--- src/rtl/serial_subtractor.sv ---
// Bit-serial subtractor: d = a - b - bi, one bit per clock, LSB first, using a
// single full-subtractor cell and a borrow flop, with a start/busy/done handshake.
module serial_subtractor #(
  parameter int WIDTH = 4
) (
  input  logic             clk,
  input  logic             rst,
  input  logic             start,
  input  logic [WIDTH-1:0] a,
  input  logic [WIDTH-1:0] b,
  input  logic             bi,
  output logic [WIDTH-1:0] d,
  output logic             bo,
  output logic             busy,
  output logic             done
);

  localparam int CW = $clog2(WIDTH) + 1;
  localparam logic [CW-1:0] LAST = CW'(WIDTH - 1);

  typedef enum logic [1:0] {
    IDLE,
    RUN,
    DONE
  } state_t;

  state_t         state;
  logic [WIDTH-1:0] sa;
  logic [WIDTH-1:0] sb;
  logic [WIDTH-1:0] sr;
  logic             br;
  logic [CW-1:0]    cnt;

  logic diff_bit;
  logic br_next;

  // Full-subtractor cell on the current LSBs.
  always_comb begin
    diff_bit = sa[0] ^ sb[0] ^ br;
    br_next  = (~sa[0] & sb[0]) | (~(sa[0] ^ sb[0]) & br);
  end

  always_ff @(posedge clk or posedge rst) begin
    if (rst) begin
      state <= IDLE;
      sa    <= '0;
      sb    <= '0;
      sr    <= '0;
      br    <= 1'b0;
      cnt   <= '0;
      d     <= '0;
      bo    <= 1'b0;
      busy  <= 1'b0;
      done  <= 1'b0;
    end else begin
      case (state)
        IDLE: begin
          done <= 1'b0;
          if (start) begin
            sa    <= a;
            sb    <= b;
            br    <= bi;
            sr    <= '0;
            cnt   <= '0;
            busy  <= 1'b1;
            state <= RUN;
          end
        end
        RUN: begin
          sa  <= sa >> 1;
          sb  <= sb >> 1;
          sr  <= {diff_bit, sr[WIDTH-1:1]};
          br  <= br_next;
          cnt <= cnt + 1'b1;
          // Result registers only move on the final bit, so d/bo hold the old value meanwhile.
          if (cnt == LAST) begin
            d     <= {diff_bit, sr[WIDTH-1:1]};
            bo    <= br_next;
            busy  <= 1'b0;
            done  <= 1'b1;
            state <= DONE;
          end
        end
        DONE: begin
          done  <= 1'b0;
          state <= IDLE;
        end
        default: begin
          busy  <= 1'b0;
          done  <= 1'b0;
          state <= IDLE;
        end
      endcase
    end
  end

endmodule

--- config.mk ---
export PLATFORM = sky130hd
export DESIGN_NAME = serial_subtractor
export DESIGN_NICKNAME = d
export VERILOG_FILES = /design/src/rtl/serial_subtractor.sv
export SDC_FILE = /design/constraint.sdc
export NUM_CORES = 1
export LEC_CHECK = 0
export CORE_MARGIN = 3
export CORE_UTILIZATION = 51
export DETAILED_ROUTE_END_ITERATION = 7
export PLACE_DENSITY = 0.77
export SYNTH_ARGS = -nofsm -noshare
export SYNTH_HDL_FRONTEND = slang
export SYNTH_SLANG_ARGS = --single-unit
--- constraint.sdc ---
create_clock -name clk -period 2 [get_ports clk]
set_input_delay 0.2 -clock clk [delete_from_list [all_inputs] [get_ports clk]]
set_output_delay 0.2 -clock clk [all_outputs]
set_load 0.01 [all_outputs]
==> run summary <==
The post-placement setup slack came out at ~350 ps. Yosys mapped a number of flops with a built-in enable equal to 0. The reg-to-reg critical path endpoint is d[0]. The total power draw came out at 2.00 mW. Across all hold checks on the routed design, the worst slack comes to 223 ps. On the critical path, the stage with the largest delay is an instance of sky130_fd_sc_hd__dfrtp_1. The site row count is 16. Entering global routing, the biggest net connects 25 pins. The post-synthesis instance total is 92.

Of the cells placed in the final design, the portion with a size suffix greater than 1 is 0.126. No sink is reached through more buffers than the 2 on the longest clock path. The tightest min-delay check is of the input port to asynchronous set/reset pin type. The max-slew violation count came out at 0. The dominant register cell in the synthesized netlist is sky130_fd_sc_hd__dfrtp_1. The number of fill cells is 160. The relative max-transition margin came out at 0.578. Clock latency on the worst-skew pair, taken at its later pin, is 300 ps. The power per cell area came out at 1510 nW/um^2. The share of flip-flops with an asynchronous set or reset after synthesis came out at 1.00. The post-synthesis cell area came out at 1100 um^2. The leakage power is 0.611 nW.

STA classifies the critical path startpoint as a flip-flop. The initial antenna violation count came out at 0. The number of library cell types mapped by synthesis is 29. The number of design rule violations left after detail routing came out at 0.

The routability congestion estimate from global placement is 0.757. The post-synthesis sequential element count came out at 24. The die span in x came out at approximately 53 um. The area share of fa/ha/maj cells after synthesis is 0.0408. After clock tree synthesis, the clock-pin slew on the worst setup and hold paths is 130 ps. The final hold violation count came out at 0. The upper clock frequency limit came out at 0.676 GHz.

Leaving out fill and tap cells, the most frequent cell in the layout is sky130_fd_sc_hd__dfrtp_1. The slack of the worst reg-to-reg path is 520 ps. The fraction of the mapped netlist area in compound gates came to 0.188. The net count reported at finish came out at between 100 and 150.

The arrival time of data at the critical path endpoint is about 1700 ps. The dominant combinational cell family by area after synthesis is compound AO/OA/AOI/OAI gates. The residual antenna-violating net count after detailed routing is 0.

Setup repair after global routing left no endpoint under its margin. The flow ran to the end, and the final reports show no timing, DRC or antenna violations. IR analysis of the VDD net gives a maximum drop of between 0.7 and 0.8 mV. The overall global routing resource usage came out at 0.161. The number of setup violations in the final report came out at 0. The largest single stage delay on the critical path is 420 ps.

The top-level port count is 19. TritonCTS built the clock tree. For the pin with the worst max-slew slack, the measured transition is 634 ps. Traced cell by cell, the critical path runs through ha_1, ha_1, nand3b_4, mux2_2. Once layout is complete, the utilization of the core stands at 0.659.

The worst register-to-register path begins at cnt[0]. The top-area cell type share of the netlist area came out at 0.544. Of the synthesized area, sequential elements account for 0.544. The level count of the clock H-tree is 1. The count of synthesis-stage warnings from yosys is 0.

The total number of clock tree sinks came out at 24. The parity-gate share of the synthesized area counting xor and xnor cells came out at 0. The HPWL reported at the end of detailed placement came out at ~1500 um.

The synthesized design spends more area on one cell type than any other, namely sky130_fd_sc_hd__dfrtp_1. The final critical-path required period is 1480 ps. By instance count, the cell type seen most on the critical path is sky130_fd_sc_hd__ha_1. After synthesis, the cell types taking the most area are sky130_fd_sc_hd__dfrtp_1, sky130_fd_sc_hd__mux2_2, sky130_fd_sc_hd__inv_1, sky130_fd_sc_hd__nor2_1, sky130_fd_sc_hd__a22o_1.

In this run the vertical extent of the chip is around 53 um. The average wire per cell in the routed design is between 10 and 15 um. The first-pass iteration count of the detailed router is 4.

The per-instance average area after synthesis is 12.0 um^2. The number of buffers added on ports came out at 18. The aggregate global routing overflow is 0.

The antenna diode count came out at 0. The final-layout setup total negative slack came out at 0 ps. The count of cells resized by post-cts repair is 0. For this configuration, the core starts out at a cell density of 0.551. The wire length after detailed routing came out at 1990 um.

The worst clock skew came out at around 9.8 ps. In the layout the commonest cells are sky130_fd_sc_hd__dfrtp_1, sky130_fd_sc_hd__clkdlybuf4s50_1, sky130_fd_sc_hd__inv_1. The worst register-to-register path has a depth of 4. The biggest fanout along the worst timing path is 7. The core region is between 2000 and 2500 um^2. The number of vias in the routed layout came out at 755. The kind of critical path is flip-flop to flip-flop. The total of max-cap violations is 0.

The total of hold buffers inserted after clock tree synthesis is 0. The wire length of the first global-routing pass is between 3000 and 4000 um. Of the total synthesized cell area, the portion taken by AND, OR, NAND and NOR gates is 0.111. The layout overhead on the synthesized area came out at 19.6%. The post-synthesis mux area share came out at 0.0408. STA classifies the critical path endpoint as a flip-flop. The share of the cycle needed by the critical path after routing is 0.739. The TritonCTS buffer count came out at 3. The violation count after the first detailed-routing iteration came out at 20. The floorplan die area is 2760 um^2. The via count of the first global-routing pass came out at 725.

The worst path setup slack after routing is 521 ps. The post-detailed-route via-to-cell ratio came out at 5.47. The tree is rooted in a sky130_fd_sc_hd__clkbuf_4. The number of buffers inserted by post-CTS setup repair came out at 0.

The required arrival time at the worst endpoint is between 2000 and 2500 ps. Tracing the worst setup path back leads to its startpoint at cnt[0]. When the netlist entered floorplanning its net count stood at 107.
==> registers in the layout, indices dropped and copies added, names as in the netlist <==
signal / flops
br: 1
sa: 4
d: 4
state: 2
sb: 4
sr: 3
bo: 1
cnt: 3
done: 1
busy: 1
==> cell usage after synthesis, drive strengths merged, types with 2 or more instances <==
master	number
a21oi	2
a22o	4
a32oi	4
buf	4
dfrtp	24
ha	2
inv	11
mux2	4
nand2	5
nand3b	2
nor2	10
nor2b	2
o21a	3
o21ai	2
o22ai	2
==> worst max path at each step <==
stage                 end  slack (ps)  cells after the start
global route        sb[1]         420                      3
CTS                  d[1]         520                      4
finish               d[0]         520                      4
global placement    sa[1]         430                      4
floorplan            d[0]         640                      4
detailed placement  sa[1]         350                      4
==> report_power, final <==
part           internal (mW)  leakage (nW)  switching [mW]
clock                  0.111        0.0210           0.139
sequential             0.706         0.296           0.183
combinational          0.478         0.294           0.381
total                   1.30         0.611           0.703
==> critical path: cells and delay by family (launching register included) <==
family | cells | cell delay, ps
AND/OR/NAND/NOR | 1 | 160
multiplexers | 1 | 350
adder cells (fa/ha/maj) | 2 | 460
flip-flops | 1 | 420
==> cell type report <==
cell class	instances	area, um^2	share of cell area
flip-flops and latches	24	601	0.455
multi-input cells	53	420	0.318
repair buffers	19	188	0.142
inverters	11	41.3	0.0313
clock buffers	4	36.3	0.0275
well taps	27	33.8	0.0256
==> metal layers <==
metal | track usage | share of wire | up-vias | wire [um]
li1 | - | - | 361 | -
met1 | 0.192 | 0.43 | 372 | 860
met2 | 0.306 | 0.52 | 20 | 1030
met3 | 0.0171 | 0.040 | 2 | 80
met4 | 0.0383 | 0.0080 | 0 | 16
met5 | 0 | 0 | - | 0
==> cell families (layout without fill, tap and decap cells) <==
logic type,count (synthesis),in the layout
compound gates,24,24
flops,24,24
simple gates,22,22
buf+inv,15,34
mux,4,4
fa+ha+maj,3,3
==> through the flow <==
step	std cells	instance area (um^2)
2_1_floorplan	92	1100
3_3_place_gp	134	1280
3_5_place_dp	134	1280
4_1_cts	138	1320
5_1_grt	138	1320
6_report	138	1320
Power figures use the tool's default switching activity.
